### src/rtl/result_collector_if.sv
// Handshake bundle between the classifier result stream, the hit-record memory and the frame-summary consumer.
// Macro RESULT_COLLECTOR_DROP_CNT_EN adds done_drop_count to the bundle.
interface result_collector_if #(
    parameter int IMG_WIDTH      = 45,
    parameter int IMG_HEIGHT     = 45,
    parameter int FEATURE_WIDTH  = 25,
    parameter int FEATURE_HEIGHT = 25,
    parameter int SCALE_NUM      = 2,
    parameter int MAX_HITS       = 64
);
    localparam int X_POS   = IMG_WIDTH - FEATURE_WIDTH + 1;
    localparam int Y_POS   = IMG_HEIGHT - FEATURE_HEIGHT + 1;
    localparam int W_X     = $clog2(X_POS);
    localparam int W_Y     = $clog2(Y_POS);
    localparam int W_S     = ($clog2(SCALE_NUM) > 1) ? $clog2(SCALE_NUM) : 1;
    localparam int W_REC   = W_S + W_Y + W_X;
    localparam int W_HADDR = $clog2(MAX_HITS);
    localparam int W_CNT   = $clog2(MAX_HITS + 1);
    localparam int W_DROP  = $clog2(X_POS * Y_POS * SCALE_NUM + 1);

    logic               result_valid;
    logic               result_ready;
    logic               result_data;
    logic               wr_valid;
    logic               wr_ready;
    logic [W_HADDR-1:0] wr_addr;
    logic [W_REC-1:0]   wr_data;
    logic               done_valid;
    logic               done_ready;
    logic [W_CNT-1:0]   done_hit_count;
    logic               done_overflow;
`ifdef RESULT_COLLECTOR_DROP_CNT_EN
    logic [W_DROP-1:0]  done_drop_count;

    modport master (
        input  result_valid, result_data, wr_ready, done_ready,
        output result_ready, wr_valid, wr_addr, wr_data,
        output done_valid, done_hit_count, done_overflow, done_drop_count
    );
    modport slave (
        output result_valid, result_data, wr_ready, done_ready,
        input  result_ready, wr_valid, wr_addr, wr_data,
        input  done_valid, done_hit_count, done_overflow, done_drop_count
    );
`else
    modport master (
        input  result_valid, result_data, wr_ready, done_ready,
        output result_ready, wr_valid, wr_addr, wr_data,
        output done_valid, done_hit_count, done_overflow
    );
    modport slave (
        output result_valid, result_data, wr_ready, done_ready,
        input  result_ready, wr_valid, wr_addr, wr_data,
        input  done_valid, done_hit_count, done_overflow
    );
`endif
endinterface

### src/rtl/result_collector.sv
// Tracks window scan position, stores coordinates of positive windows and emits a per-frame summary.
// Macro RESULT_COLLECTOR_DROP_CNT_EN adds a count of hits dropped on a full record memory.
module result_collector #(
    parameter int IMG_WIDTH      = 45,
    parameter int IMG_HEIGHT     = 45,
    parameter int FEATURE_WIDTH  = 25,
    parameter int FEATURE_HEIGHT = 25,
    parameter int SCALE_NUM      = 2,
    parameter int MAX_HITS       = 64
) (
    input  logic               clk,
    input  logic               rst,
    result_collector_if.master bus
);
    localparam int X_POS   = IMG_WIDTH - FEATURE_WIDTH + 1;
    localparam int Y_POS   = IMG_HEIGHT - FEATURE_HEIGHT + 1;
    localparam int W_X     = $clog2(X_POS);
    localparam int W_Y     = $clog2(Y_POS);
    localparam int W_S     = ($clog2(SCALE_NUM) > 1) ? $clog2(SCALE_NUM) : 1;
    localparam int W_REC   = W_S + W_Y + W_X;
    localparam int W_HADDR = $clog2(MAX_HITS);
    localparam int W_CNT   = $clog2(MAX_HITS + 1);

    localparam logic [W_X-1:0]   X_LAST = W_X'(X_POS - 1);
    localparam logic [W_Y-1:0]   Y_LAST = W_Y'(Y_POS - 1);
    localparam logic [W_S-1:0]   S_LAST = W_S'(SCALE_NUM - 1);
    localparam logic [W_CNT-1:0] CNT_MAX = W_CNT'(MAX_HITS);

    typedef enum logic [1:0] {RUN, WRITE, DONE} state_t;

    state_t             state_q, state_d;
    logic [W_X-1:0]     x_q, x_d;
    logic [W_Y-1:0]     y_q, y_d;
    logic [W_S-1:0]     s_q, s_d;
    logic [W_CNT-1:0]   hit_count_q, hit_count_d;
    logic               overflow_q, overflow_d;
    logic               last_pend_q, last_pend_d;
    logic               wr_valid_q, wr_valid_d;
    logic [W_HADDR-1:0] wr_addr_q, wr_addr_d;
    logic [W_REC-1:0]   wr_data_q, wr_data_d;
    logic               done_valid_q, done_valid_d;
    logic [W_CNT-1:0]   done_hit_count_q, done_hit_count_d;
    logic               done_overflow_q, done_overflow_d;
`ifdef RESULT_COLLECTOR_DROP_CNT_EN
    localparam int W_DROP = $clog2(X_POS * Y_POS * SCALE_NUM + 1);
    logic [W_DROP-1:0]  drop_q, drop_d;
    logic [W_DROP-1:0]  done_drop_q, done_drop_d;
`endif

    logic is_last;
    logic has_room;

    always_comb begin
        is_last  = (x_q == X_LAST) && (y_q == Y_LAST) && (s_q == S_LAST);
        has_room = hit_count_q < CNT_MAX;

        state_d          = state_q;
        x_d              = x_q;
        y_d              = y_q;
        s_d              = s_q;
        hit_count_d      = hit_count_q;
        overflow_d       = overflow_q;
        last_pend_d      = last_pend_q;
        wr_valid_d       = wr_valid_q;
        wr_addr_d        = wr_addr_q;
        wr_data_d        = wr_data_q;
        done_valid_d     = done_valid_q;
        done_hit_count_d = done_hit_count_q;
        done_overflow_d  = done_overflow_q;
`ifdef RESULT_COLLECTOR_DROP_CNT_EN
        drop_d           = drop_q;
        done_drop_d      = done_drop_q;
`endif

        case (state_q)
            RUN: begin
                if (bus.result_valid) begin
                    if (is_last) begin
                        x_d = '0;
                        y_d = '0;
                        s_d = '0;
                    end else if (x_q == X_LAST) begin
                        x_d = '0;
                        if (y_q == Y_LAST) begin
                            y_d = '0;
                            s_d = s_q + W_S'(1);
                        end else begin
                            y_d = y_q + W_Y'(1);
                        end
                    end else begin
                        x_d = x_q + W_X'(1);
                    end

                    if (bus.result_data && has_room) begin
                        wr_valid_d  = 1'b1;
                        wr_addr_d   = hit_count_q[W_HADDR-1:0];
                        wr_data_d   = {s_q, y_q, x_q};
                        hit_count_d = hit_count_q + W_CNT'(1);
                        last_pend_d = is_last;
                        state_d     = WRITE;
                    end else begin
                        if (bus.result_data) begin
                            overflow_d = 1'b1;
`ifdef RESULT_COLLECTOR_DROP_CNT_EN
                            drop_d     = drop_q + W_DROP'(1);
`endif
                        end
                        // Summary snapshots the post-update flags so a drop on the last window is reported
                        if (is_last) begin
                            state_d          = DONE;
                            done_valid_d     = 1'b1;
                            done_hit_count_d = hit_count_q;
                            done_overflow_d  = overflow_d;
`ifdef RESULT_COLLECTOR_DROP_CNT_EN
                            done_drop_d      = drop_d;
`endif
                        end
                    end
                end
            end
            WRITE: begin
                if (bus.wr_ready) begin
                    wr_valid_d = 1'b0;
                    if (last_pend_q) begin
                        state_d          = DONE;
                        done_valid_d     = 1'b1;
                        done_hit_count_d = hit_count_q;
                        done_overflow_d  = overflow_q;
`ifdef RESULT_COLLECTOR_DROP_CNT_EN
                        done_drop_d      = drop_q;
`endif
                    end else begin
                        state_d = RUN;
                    end
                end
            end
            DONE: begin
                if (bus.done_ready) begin
                    state_d          = RUN;
                    done_valid_d     = 1'b0;
                    done_hit_count_d = '0;
                    done_overflow_d  = 1'b0;
                    hit_count_d      = '0;
                    overflow_d       = 1'b0;
                    last_pend_d      = 1'b0;
`ifdef RESULT_COLLECTOR_DROP_CNT_EN
                    drop_d           = '0;
                    done_drop_d      = '0;
`endif
                end
            end
            default: state_d = RUN;
        endcase
    end

    always_ff @(posedge clk or negedge rst) begin
        if (!rst) begin
            state_q          <= RUN;
            x_q              <= '0;
            y_q              <= '0;
            s_q              <= '0;
            hit_count_q      <= '0;
            overflow_q       <= 1'b0;
            last_pend_q      <= 1'b0;
            wr_valid_q       <= 1'b0;
            wr_addr_q        <= '0;
            wr_data_q        <= '0;
            done_valid_q     <= 1'b0;
            done_hit_count_q <= '0;
            done_overflow_q  <= 1'b0;
`ifdef RESULT_COLLECTOR_DROP_CNT_EN
            drop_q           <= '0;
            done_drop_q      <= '0;
`endif
        end else begin
            state_q          <= state_d;
            x_q              <= x_d;
            y_q              <= y_d;
            s_q              <= s_d;
            hit_count_q      <= hit_count_d;
            overflow_q       <= overflow_d;
            last_pend_q      <= last_pend_d;
            wr_valid_q       <= wr_valid_d;
            wr_addr_q        <= wr_addr_d;
            wr_data_q        <= wr_data_d;
            done_valid_q     <= done_valid_d;
            done_hit_count_q <= done_hit_count_d;
            done_overflow_q  <= done_overflow_d;
`ifdef RESULT_COLLECTOR_DROP_CNT_EN
            drop_q           <= drop_d;
            done_drop_q      <= done_drop_d;
`endif
        end
    end

    assign bus.result_ready   = (state_q == RUN);
    assign bus.wr_valid       = wr_valid_q;
    assign bus.wr_addr        = wr_addr_q;
    assign bus.wr_data        = wr_data_q;
    assign bus.done_valid     = done_valid_q;
    assign bus.done_hit_count = done_hit_count_q;
    assign bus.done_overflow  = done_overflow_q;
`ifdef RESULT_COLLECTOR_DROP_CNT_EN
    assign bus.done_drop_count = done_drop_q;
`endif
endmodule

### src/flat_wrapper.sv
// flat-port wrapper written by rule: the top's interface ports become plain ports
module result_collector_flat 
#(
    parameter int IMG_WIDTH      = 45,
    parameter int IMG_HEIGHT     = 45,
    parameter int FEATURE_WIDTH  = 25,
    parameter int FEATURE_HEIGHT = 25,
    parameter int SCALE_NUM      = 2,
    parameter int MAX_HITS       = 64
)
  (clk, rst, bus_result_valid, bus_result_data, bus_wr_ready, bus_done_ready, bus_result_ready, bus_wr_valid, bus_wr_addr, bus_wr_data, bus_done_valid, bus_done_hit_count, bus_done_overflow);
  result_collector_if #(.IMG_WIDTH(IMG_WIDTH), .IMG_HEIGHT(IMG_HEIGHT), .FEATURE_WIDTH(FEATURE_WIDTH), .FEATURE_HEIGHT(FEATURE_HEIGHT), .SCALE_NUM(SCALE_NUM), .MAX_HITS(MAX_HITS)) bus_i ();
  input  logic clk;
  input  logic rst;
  input wire logic [$bits(bus_i.result_valid)-1:0] bus_result_valid;
  input wire logic [$bits(bus_i.result_data)-1:0] bus_result_data;
  input wire logic [$bits(bus_i.wr_ready)-1:0] bus_wr_ready;
  input wire logic [$bits(bus_i.done_ready)-1:0] bus_done_ready;
  output wire logic [$bits(bus_i.result_ready)-1:0] bus_result_ready;
  output wire logic [$bits(bus_i.wr_valid)-1:0] bus_wr_valid;
  output wire logic [$bits(bus_i.wr_addr)-1:0] bus_wr_addr;
  output wire logic [$bits(bus_i.wr_data)-1:0] bus_wr_data;
  output wire logic [$bits(bus_i.done_valid)-1:0] bus_done_valid;
  output wire logic [$bits(bus_i.done_hit_count)-1:0] bus_done_hit_count;
  output wire logic [$bits(bus_i.done_overflow)-1:0] bus_done_overflow;
  assign bus_i.result_valid = bus_result_valid;
  assign bus_i.result_data = bus_result_data;
  assign bus_i.wr_ready = bus_wr_ready;
  assign bus_i.done_ready = bus_done_ready;
  assign bus_result_ready = bus_i.result_ready;
  assign bus_wr_valid = bus_i.wr_valid;
  assign bus_wr_addr = bus_i.wr_addr;
  assign bus_wr_data = bus_i.wr_data;
  assign bus_done_valid = bus_i.done_valid;
  assign bus_done_hit_count = bus_i.done_hit_count;
  assign bus_done_overflow = bus_i.done_overflow;
  result_collector #(.IMG_WIDTH(IMG_WIDTH), .IMG_HEIGHT(IMG_HEIGHT), .FEATURE_WIDTH(FEATURE_WIDTH), .FEATURE_HEIGHT(FEATURE_HEIGHT), .SCALE_NUM(SCALE_NUM), .MAX_HITS(MAX_HITS)) u_core (.clk(clk), .rst(rst), .bus(bus_i));
endmodule
### config.mk
export PLATFORM = sky130hd
export DESIGN_NAME = result_collector_flat
export DESIGN_NICKNAME = d
export VERILOG_FILES = /design/src/rtl/result_collector_if.sv /design/src/rtl/result_collector.sv /design/src/flat_wrapper.sv
export SDC_FILE = /design/constraint.sdc
export NUM_CORES = 1
export LEC_CHECK = 0
export CAP_MARGIN = 20
export CORE_MARGIN = 2
export CORE_UTILIZATION = 37
export CTS_BUF_LIST = sky130_fd_sc_hd__clkbuf_2
export CTS_CLUSTER_SIZE = 40
export DETAILED_ROUTE_END_ITERATION = 10
export DONT_BUFFER_PORTS = 1
export PLACE_DENSITY_LB_ADDON = 0.1
export SYNTH_ARGS = -nofsm -noshare
export SYNTH_HDL_FRONTEND = slang
export SYNTH_SLANG_ARGS = --single-unit
### constraint.sdc
create_clock -name clk -period 4.7 [get_ports clk]
set_clock_uncertainty 0.05 [all_clocks]
set_input_delay 0.94 -clock clk [delete_from_list [all_inputs] [get_ports clk]]
set_output_delay 0.94 -clock clk [all_outputs]
set_load 0.02 [all_outputs]
== Word-level counts from Yosys, hierarchy flattened ==
Cells that the tools add are included.
W data, S select, Z words.

* Reductions and logical operators: 18
* Equality and inequality tests: 12
* $lt $le $gt $ge: 1
* Muxes and demuxes: 49
* Add/sub/neg operators: 4

{| class="wikitable"
|+ Operator list
! operator !! count
|-
| $mux W7 || 8
|-
| $mux W5 || 5
|-
| $mux W1 || 22
|-
| $pmux W7 S3 || 1
|-
| $reduce_and A4 Y1 || 5
|-
| $pmux W7 S2 || 1
|-
| $mux W2 || 6
|-
| $add A5 B1 Y5 const B || 2
|-
| $eq A5 B5 Y1 const B || 2
|-
| $ne A2 B2 Y1 const B || 4
|-
| $reduce_bool A2 Y1 || 4
|-
| $add A7 B1 Y7 const B || 1
|-
| $lt A7 B7 Y1 const B || 1
|-
| $reduce_and A7 Y1 || 1
|-
| $ne A2 B1 Y1 const B || 3
|-
| $pmux W1 S2 || 3
|-
| $pmux W1 S3 || 2
|-
| $pmux W2 S3 || 1
|-
| $reduce_and A3 Y1 || 2
|-
| $logic_and A1 B1 Y1 || 3
|-
| $ne A3 B1 Y1 const B || 1
|-
| $reduce_bool A3 Y1 || 1
|-
| $eq A2 B1 Y1 const B || 1
|-
| $eq A2 B2 Y1 const B || 1
|-
| 3 further kinds || 3
|}

* Word-level logic and storage cells: 97
* Output and inout bits: 28
* Flip-flop bits (word level): 49

== Longest topological paths before layout ==
Gate-level depths: netlist of the first run.

* Depth in word-level cells: 7
* Gate-level depth with buffers: 8
* Mapped depth without buffers: 6

== Least setup slack after synthesis of the first run ==
Ideal clock, no wire load.

* Path kind: input port to flip-flop
* Start point: in bus_result_data
* End point: reg u_core.done_valid_q, in the netlist u_core.bus.done_valid
* Stages on the path: 4
* Data arrival time: 1967 ps
* Data required time: 4525 ps
* Slack: 2558 ps
* Path through: and2b_1 -> a221oi_2 -> nand3_4 -> mux2_4

* Word-level cells in the longest chain between the ends: 3

{| class="wikitable"
|+ RTL lines
! item !! RTL line !! RTL
|-
| from (decl) || flat_wrapper.sv:16 || <nowiki>input wire logic [$bits(bus_i.result_data)-1:0] bus_result_data;</nowiki>
|-
| $logic_and A1 B1 Y1 || result_collector.sv:94 || <nowiki>if (bus.result_data && has_room) begin</nowiki>
|-
| $ne A2 B2 Y1 (no source line) || - ||
|-
| $reduce_and A7 Y1 (no source line) || - ||
|-
| to (signal assigned) || result_collector.sv:186 || <nowiki>done_valid_q <= done_valid_d;</nowiki>
|-
| to (decl) || result_collector.sv:41 || <nowiki>logic done_valid_q, done_valid_d;</nowiki>
|}

No other way between the ends.
A chain may end at the register's enable or synchronous reset.

== Worst setup path in the final report of the first run ==
* Start point: reg u_core.state_q[1]
* End point: reg u_core.wr_addr_q[2], in the netlist u_core.bus.wr_addr[2]

* Word-level cells in the longest chain between the ends: 2

{| class="wikitable"
|+ RTL lines
! item !! RTL line !! RTL
|-
| from (decl) || result_collector.sv:31 || <nowiki>state_t state_q, state_d;</nowiki>
|-
| from (signal assigned) || result_collector.sv:176 || <nowiki>state_q <= state_d;</nowiki>
|-
| $logic_not A2 Y1 || - ||
|-
| named net bus_result_ready || flat_wrapper.sv:19 || <nowiki>output wire logic [$bits(bus_i.result_ready)-1:0] bus_result_ready;</nowiki>
|-
| $reduce_and A3 Y1 (no source line) || - ||
|-
| to (signal assigned) || result_collector.sv:184 || <nowiki>wr_addr_q <= wr_addr_d;</nowiki>
|-
| to (decl) || result_collector.sv:39 || <nowiki>logic [W_HADDR-1:0] wr_addr_q, wr_addr_d;</nowiki>
|}

The timed path passes the listed nets, and every way through them passes these cells.

==> results_dict.tcl, run 1 <==
set metrics [dict create \
    portBuffers 0 \
    antenna_cells 0 \
    crit_required_ns 4.97 \
    grt_max_degree 50 \
    cts_setup_buffers 0 \
    synth_most_common_cell "dfrtp_1" \
    worstMarginPinSlew_ns 0.873 \
    p_leak_nw 1.14 \
    synth.top_cells.by_count "dfrtp_1, nand2_1, o21ai_0" \
    crit_arrival_ns 3.15 \
    antenna_found_initial 0 \
    power_mw 1.66 \
    wl_met3_microns 228 \
    path_clk_slew_ns 0.28 \
    fmax_mhz 348 \
    finalSetupTns_ns 0 \
    drive_above_1_share_pct 16.7 \
    fillers 637 \
    postPlaceCellArea_sq_um 2470 \
    cts_tree "built" \
    fp.dieW_microns 84.7 \
    multi_input_area_sq_um 1090 \
    met2_length_mm 2.13 \
    path_cells "inv_1 > ha_1 > and2_1 > nand2_1 > mux2_2" \
    start_util_pct 38.1 \
    hp-class "in -> async" \
    path_class "reg -> reg" \
    path_buf_inv 1 \
    vias 1576 \
    via_per_inst 5.40 \
    area_delta_synth_final_pct 4.47 \
    synth_cell_types 44 \
    cts_root_buffer "clkbuf_2" \
    grt_pass1_vias 1597 \
    hold_buffers 0 \
    finalNonFillerCells 292 \
    cts_max_level 2 \
    nets 229 \
    placedCellCount 284 \
    final_antenna_net_count 0 \
    grt_usage_pct 13.8 \
    drv_slew 0 \
    coreArea_sq_um 6310 \
    insertion_delay_ns 0.43 \
    dpl.hpwl_mm 3.30 \
    ir_drop_mv 0.263 \
    slowest_stage "ha_1" \
    grt_pass1_wl_mm 8.07 \
    seqCellArea_sq_um 1230 \
    top_layer "met4" \
    critPathMaxFanout 23 \
    final-setup-viol-count 0 \
    cp-end-kind "flip-flop" \
    cts.sinks 49 \
    period_share_pct 61.2 \
    slew_headroom_pct 41.6 \
    avgRoutedWirePerCell_microns 15.8 \
    critPathTopFamily "simple AND/OR/NAND/NOR gates" \
    netlist_instances 214 \
    die_h_microns 84.7 \
    rsz0062_at_grt "false" \
    synth_seq_cells 49 \
    ys_seq_area_share_pct 50.9 \
    min_period_ns 2.87 \
    critPathLaunchType "flip-flop" \
    cts-resized-gates 0 \
    totalWireLength_mm 4.60 \
    firstDrtPassIters 4 \
    clockBufferDepth 2 \
    fp.dieArea_sq_um 7170 \
    drt-initial-drc-count 103 \
    synth.largest_area_cell "dfrtp_1" \
    ys_async_sr_fraction_pct 100 \
    yosysWarnings 0 \
    overflow 0 \
    met1_length_mm 2.19 \
    status "complete, no violations" \
    synth.area.top_cells "dfrtp_1, mux2_2, mux2_4" \
    place.gp.congestion 0.738 \
    drcViolationCount 0 \
    netlist_area_sq_um 2410 \
    synth_edf_count 0 \
    design_area_sq_um 2510 \
    synth_nets 229 \
    synth_flop_cell "dfrtp_1" \
    fin_util_pct 39.8 \
    ioPinCount 34 \
    rows 29 \
    cp_slowest_stage_delay_ns 0.63 \
    numCtsBuffers 5 \
    synth.top_cell.area_share_pct 50.9 \
    cap_violations 0 \
    hold_viol_final 0 \
    syn_avg_cell_area_sq_um 11.2 \
    power_density_nw_per_um2 660 \
]
final timing paths:
check	startpoint	endpoint	slack, ns	cells past startpoint
worst max-delay path	u_core.state_q[1]	u_core.bus.wr_addr[2]	1.83	5
worst min-delay path	rst	u_core.hit_count_q[4]	0.1	0
worst max register to register	u_core.state_q[1]	u_core.bus.wr_addr[2]	1.83	5
worst min register to register	u_core.last_pend_q	u_core.last_pend_q	0.51	2
max in group asynchronous	rst	u_core.state_q[1]	4.36	0
min in group clk	u_core.last_pend_q	u_core.last_pend_q	0.51	2
metrics by stage:
stage	hold slack, ns	worst slack (ns)
floorplan	0.422	2.56
global placement	0.454	1.98
detailed placement	0.475	1.85
CTS	0.0487	1.83
global route	0.0326	1.61
finish	0.0964	1.83
sequential cells by signal (all words and copies together), names as in the netlist:
signal and cells:
u_core.x_q 5, u_core.bus.wr_data 11, u_core.y_q 5, u_core.s_q 1
u_core.hit_count_q 7, u_core.bus.done_hit_count 7, u_core.state_q 2, u_core.overflow_q 1
u_core.bus.done_overflow 1, u_core.bus.wr_valid 1, u_core.bus.wr_addr 6, u_core.bus.done_valid 1
u_core.last_pend_q 1
per-layer routing:
layer / GRT usage [%] / vias up
met2: 21.9 / 35
met3: 3.34 / 4
met5: 0 / -
met1: 18.8 / 773
met4: 4.33 / 0
li1: - / 764
report_power, final:
| group | internal (mW) | leakage, nW | switching, mW |
|---|---|---|---|
| sequential | 0.583 | 0.577 | 0.270 |
| combinational | 0.298 | 0.536 | 0.330 |
| clock | 0.0377 | 0.0294 | 0.140 |
| total | 0.919 | 1.14 | 0.740 |
worst register-to-register path, stage by stage, from the launching register on:
cell and delay (ns):
dfrtp_1 0.46, inv_1 0.12, ha_1 0.63, and2_1 0.45, nand2_1 0.60, mux2_2 0.49
cells in the final DEF, fill, tap and decap left out, types with 3 or more instances in the layout:
cell	count
inv_1	15
o21ai_0	20
dfrtp_1	49
ha_1	9
nor2b_1	8
mux2_4	8
nor2_1	4
nand3_1	6
or4_1	3
clkbuf_2	5
mux2_2	12
nand2_1	31
a21oi_1	4
logic make-up after synthesis:
kind of cell               count (synthesis)  share of synthesized area (%)
buffers and inverters                     22                           3.79
adders and majority gates                  9                           4.68
AOI/OAI and AO/OA                         42                           12.7
xor gates and xnor gates                   1                          0.364
and+or+nand+nor                           70                           16.5
muxes                                     21                           11.0
DFF                                       49                           50.9
final cells by class:
type / instances / share of cell area (%)
flip-flops and latches: 49 / 48.8
clock inverters: 3 / 0.846
multi-input cells: 143 / 43.3
well taps: 77 / 3.83
inverters: 15 / 2.24
clock buffers: 5 / 0.995
Note: power is estimated with default switching activity, not from simulation.
==> run 2, diff against run 1 <==
ABC_AREA = 1   (was unset)
clock period = 2.8 ns   (was 4.7 ns; I/O delays follow)
==> run 2 against run 1 <==
Compared with the run above: critical path depth shrank 2; area after synthesis shrank 0.62%; global-route usage grew 0.94 points; worst setup slack lost 0.99 ns; power grew 70%; via count grew 13%; wire length grew 4.4%; die area shrank 0.59%; register-to-register slack lost 0.90 ns; first-iteration DRC count shrank 8.7%; cell count grew 24%; highest routed layer unchanged.
==> results_dict.tcl, run 2 <==
set metrics [dict create \
    synth.area.top_cells "dfrtp_1, nand2_1, nand3_1" \
    whs_path_depth 3 \
    finalSetupTns_ns 0 \
    grt_pass1_vias 1771 \
    rsz0062_at_grt "false" \
    hold_viol_final 0 \
    overflow 0 \
    portBuffers 0 \
    crit_arrival_ns 1.36 \
    antenna_cells 0 \
    drt-initial-drc-count 94 \
    p_leak_nw 1.28 \
    synth_cell_types 28 \
    synth_flop_cell "dfrtp_1" \
    path_cells "inv_1 > ha_1 > buf_4" \
    ff2ff_path_depth 9 \
    worst_slack_ns 0.834 \
    synth_nets 295 \
    grt_pass1_wl_mm 8.50 \
    yosysWarnings 0 \
    hold_slack_ns 0.289 \
    antenna_found_initial 0 \
    mostFrequentLayoutCells "nand2_1, dfrtp_1, inv_1, nand3_1, nor2_1" \
    nets 300 \
    design_area_sq_um 2570 \
    dpl.hpwl_mm 3.44 \
    path_class "reg -> out" \
    seqCellArea_sq_um 1230 \
    clockBufferDepth 2 \
    ioPinCount 34 \
    slowest_stage "dfrtp_1" \
    r2r_start "u_core.state_q[0]" \
    fillers 675 \
    fmax_mhz 509 \
    firstDrtPassIters 4 \
    cts_tree "built" \
    drv_slew 0 \
    drive_above_1_share_pct 10.8 \
    cap_violations 0 \
    cp-end-kind "output pin" \
    critPathTopFamily "flip-flops" \
    hp-class "in -> reg" \
    synth_most_common_cell "nand2_1" \
    critPathMaxFanout 6 \
    final_antenna_net_count 0 \
    synth.top_cells.by_count "nand2_1, dfrtp_1, inv_1" \
    cts.sinks 49 \
    numCtsBuffers 5 \
    grt_usage_pct 14.8 \
    postPlaceCellArea_sq_um 2470 \
    grt_max_degree 50 \
    insertion_delay_ns 0.41 \
    place.gp.congestion 0.768 \
    place_ws_ns 0.906 \
    worst_hold_startpoint "bus_wr_ready" \
    synth_seq_cells 49 \
    critPathLaunchType "flip-flop" \
    ys_async_sr_fraction_pct 100 \
    netlist_instances 280 \
    status "complete, no violations" \
    fp.dieW_microns 84.4 \
    r2r-end "u_core.bus.done_overflow" \
    via_per_inst 4.90 \
    cts_root_buffer "clkbuf_2" \
    synth_edf_count 0 \
    avgRoutedWirePerCell_microns 13.2 \
    start_util_pct 37.9 \
    vias 1779 \
    ir_drop_mv 0.427 \
    multi_input_area_sq_um 1000 \
    slew_headroom_pct 56.8 \
    rows 29 \
    fp.dieArea_sq_um 7130 \
    netlist_area_sq_um 2390 \
    drcViolationCount 0 \
    path_clk_slew_ns 0.25 \
    power_mw 2.82 \
    synth.top_cell.area_share_pct 51.3 \
    cts-resized-gates 0 \
    die_h_microns 84.4 \
    cts_max_level 2 \
    cp_slowest_stage_delay_ns 0.46 \
    rrSetupSlack_ns 0.93 \
    crit_required_ns 2.19 \
    syn_avg_cell_area_sq_um 8.54 \
    worstMarginPinSlew_ns 0.645 \
    area_delta_synth_final_pct 7.37 \
    path_buf_inv 2 \
    largest_register_ffs 11 \
    totalWireLength_mm 4.80 \
    min_period_ns 1.97 \
    mostFrequentLayoutCell "nand2_1" \
    ys_seq_area_share_pct 51.3 \
    holdPathEnd "u_core.bus.wr_valid" \
    power_density_nw_per_um2 1100 \
    period_share_pct 70.2 \
    final-setup-viol-count 0 \
    synth.largest_area_cell "dfrtp_1" \
    coreArea_sq_um 6310 \
]
[run 2: cell count changes after synthesis, sizes merged, moves of 3 or more]
cell / previous run / this run
or4: 3 / 0
clkbuf: 4 / 1
nand2: 31 / 75
xor2: 0 / 3
nand4: 2 / 6
o21ai: 20 / 33
inv: 15 / 34
nor2: 4 / 22
nor2b: 8 / 0
mux2: 20 / 1
nand3: 8 / 31
[run 2: stage by stage]
step	cells	utilization (%)
2_1_floorplan	280	-
3_3_place_gp	353	39.1
3_5_place_dp	353	39.1
4_1_cts	363	40.7
5_1_grt	363	40.7
6_report	363	40.7
[run 2: area by class of cell]
class	count	area share, %
clock buffers	6	1.17
inverters	34	4.97
multi-input cells	191	39.0
flip-flops and latches	49	47.7
well taps	77	3.75
repair buffers	4	2.05
clock inverters	2	1.32
[run 2: worst register-to-register path, stage by stage, from the launching register on]
cell	delay, ns
dfrtp_1	0.46
inv_1	0.08
ha_1	0.22
buf_4	0.19
nand2_2	0.13
nand3_1	0.15
nor2_4	0.28
nand2_4	0.13
nand2_1	0.08
nand2_1	0.05
[run 2: layer usage]
metal	global-route usage, %	vias up	wire [microns]
met2	23.3	33	2190
li1	-	916	-
met1	20.2	826	2360
met3	4.13	4	207
met4	3.90	0	48
met5	0	-	0
[run 2: report_power, final]
| part | switching, mW | internal (mW) | total (mW) | leakage [nW] |
|---|---|---|---|---|
| clock network | 0.228 | 0.152 | 0.380 | 0.0406 |
| logic | 0.688 | 0.368 | 1.06 | 0.629 |
| registers | 0.411 | 0.978 | 1.39 | 0.610 |
[run 2: cell families after synthesis]
logic type	after synthesis	share of synthesized area (%)
xor gates and xnor gates	3	1.10
buffers and inverters	40	6.85
DFF	49	51.3
muxes	1	0.627
and+or+nand+nor	137	25.7
AOI/OAI and AO/OA	41	9.78
adders and majority gates	9	4.71
[run 2: how the worst max path moves through the flow]
stage | slack (ns) | cells after the start | start | end
6_report | 0.83 | 3 | u_core.state_q[0] | bus_result_ready
5_1_grt | 0.66 | 8 | u_core.state_q[0] | u_core.last_pend_q
4_1_cts | 0.79 | 3 | u_core.state_q[0] | bus_result_ready
3_5_place_dp | 0.91 | 9 | u_core.state_q[0] | u_core.bus.done_overflow
3_3_place_gp | 0.94 | 9 | u_core.state_q[0] | u_core.bus.done_overflow
2_1_floorplan | 1.09 | 6 | u_core.state_q[0] | u_core.bus.wr_data[4]
[run 2: repair_timing]
item | CTS | global route
setup buffers | 0 | 0
hold endpoints to repair | 49 | 0
hold buffers | 2 | 0
==> run 3, diff against run 2 <==
clock period = 1.7 ns   (was 2.8 ns; I/O delays follow)
==> run 3 against run 2 <==
Compared with the run above: utilization grew 5.3 points; clock power rose by 32%; global-route usage increased by 0.34 points; sequential cell count is the same; wire length grew 12%; worst hold slack worse by 0.24 ns.
==> results_dict.tcl, run 3 (synthesized netlist as in run 2, its figures left out) <==
set metrics [dict create \
    clockBufferDepth 2 \
    grt_usage_pct 15.1 \
    numCtsBuffers 5 \
    ir_drop_mv 0.749 \
    drv_slew 0 \
    cts_tree "built" \
    slew_headroom_pct 64.0 \
    totalWireLength_mm 5.37 \
    grt_pass1_vias 1738 \
    path_cells "inv_2 > ha_4 > buf_4" \
    final-setup-viol-count 0 \
    worst_slack_ns 0.0580 \
    path_clk_slew_ns 0.24 \
    largest_register_ffs 11 \
    rows 29 \
    status "complete, no violations" \
    antenna_found_initial 0 \
    fmax_mhz 609 \
    cts_max_level 2 \
    cts_root_buffer "clkbuf_2" \
    cp-end-kind "output pin" \
    fp.dieW_microns 84.4 \
    cts.sinks 49 \
    coreArea_sq_um 6310 \
    grt_pass1_wl_mm 8.66 \
    drt-initial-drc-count 95 \
    place.gp.congestion 0.771 \
    final_antenna_net_count 0 \
    min_period_ns 1.64 \
    hold_viol_final 0 \
    slowest_stage "dfrtp_1" \
    firstDrtPassIters 4 \
    path_class "reg -> out" \
    drive_above_1_share_pct 23.8 \
    fillers 653 \
    dpl.hpwl_mm 3.51 \
    via_per_inst 4.97 \
    avgRoutedWirePerCell_microns 14.0 \
    mostFrequentLayoutCells "nand2_1, dfrtp_1, inv_1, nand3_1, nor2_1" \
    portBuffers 0 \
    start_util_pct 37.9 \
    ioPinCount 34 \
    critPathLaunchType "flip-flop" \
    hp-class "in -> reg" \
    cp_slowest_stage_delay_ns 0.44 \
    drcViolationCount 0 \
    crit_required_ns 1.31 \
    insertion_delay_ns 0.45 \
    vias 1908 \
    grt_max_degree 50 \
    worstMarginPinSlew_ns 0.538 \
    crit_arrival_ns 1.25 \
    area_delta_synth_final_pct 21.3 \
    period_share_pct 96.6 \
    power_density_nw_per_um2 1820 \
    rrSetupSlack_ns 0.06 \
    rsz0062_at_grt "true" \
    cap_violations 0 \
    p_leak_nw 1.43 \
    fin_util_pct 46.0 \
    critPathMaxFanout 2 \
    place_ws_ns 0.0160 \
    antenna_cells 0 \
    nets 321 \
    fp.dieArea_sq_um 7130 \
    die_h_microns 84.4 \
    overflow 0 \
    mostFrequentLayoutCell "nand2_1" \
]
==> run 3: what timing repair did <==
item                                    in CTS  in global routing
cloned                                       0                  3
endpoints found under the setup margin      10                 32
pin swaps                                    1                 17
gates resized for setup                      2                 31
setup buffers                                4                  3
hold endpoints to repair                    49                  0
hold buffers                                 2                  0
==> run 3: critical path: cells and delay by family (launching register included) <==
family     cells  cell delay [ns]
flops          1             0.44
buf+inv        2             0.23
fa+ha+maj      1             0.14
==> run 3: area by class of cell <==
type	count	area [sq um]	share of cell area, %
Timing Repair Buffer	24	270	9.31
Clock inverter	2	10.0	0.345
Inverter	34	128	4.40
Sequential cell	49	1230	42.2
Clock buffer	6	30.0	1.03
Multi-Input combinational cell	192	1140	39.4
Tap cell	77	96.3	3.32
==> run 3: per-stage QoR <==
stage          std cells  power, mW  hold WS, ns  instance area, sq um  TNS, ns
2_1_floorplan        280       3.66     -0.00559                  2390        0
3_3_place_gp         364       4.25     -0.00381                  2580        0
3_5_place_dp         364       4.27     -0.00387                  2580        0
4_1_cts              378       4.90      0.00418                  2700        0
5_1_grt              384       5.73       0.0195                  2900   -0.193
6_report             384       5.27       0.0459                  2900        0
==> run 3: path summary, 6_finish.rpt <==
kind | start | endpoint | depth (start not counted)
setup reg to reg | u_core.state_q[1] | u_core.bus.done_hit_count[6] | 10
hold reg to reg | u_core.x_q[3] | u_core.x_q[3] | 1
setup / recovery | u_core.state_q[1] | bus_result_ready | 3
max in group asynchronous | rst | u_core.hit_count_q[0] | 2
hold / removal | bus_wr_ready | u_core.bus.wr_valid | 3
min in group asynchronous | rst | u_core.bus.wr_data[8] | 2
==> run 3: report_power, final <==
part,switching [mW],internal (mW),total [mW]
Clock,0.400,0.103,0.503
Combinational,1.43,1.05,2.48
Sequential,0.676,1.61,2.29
==> run 3: metal layers <==
layer  GRT usage [%]  part of all wire [%]
met1            21.6                    50
met2            21.9                    44
met3            4.52                   4.9
met4            5.19                   1.5
met5               0                     0
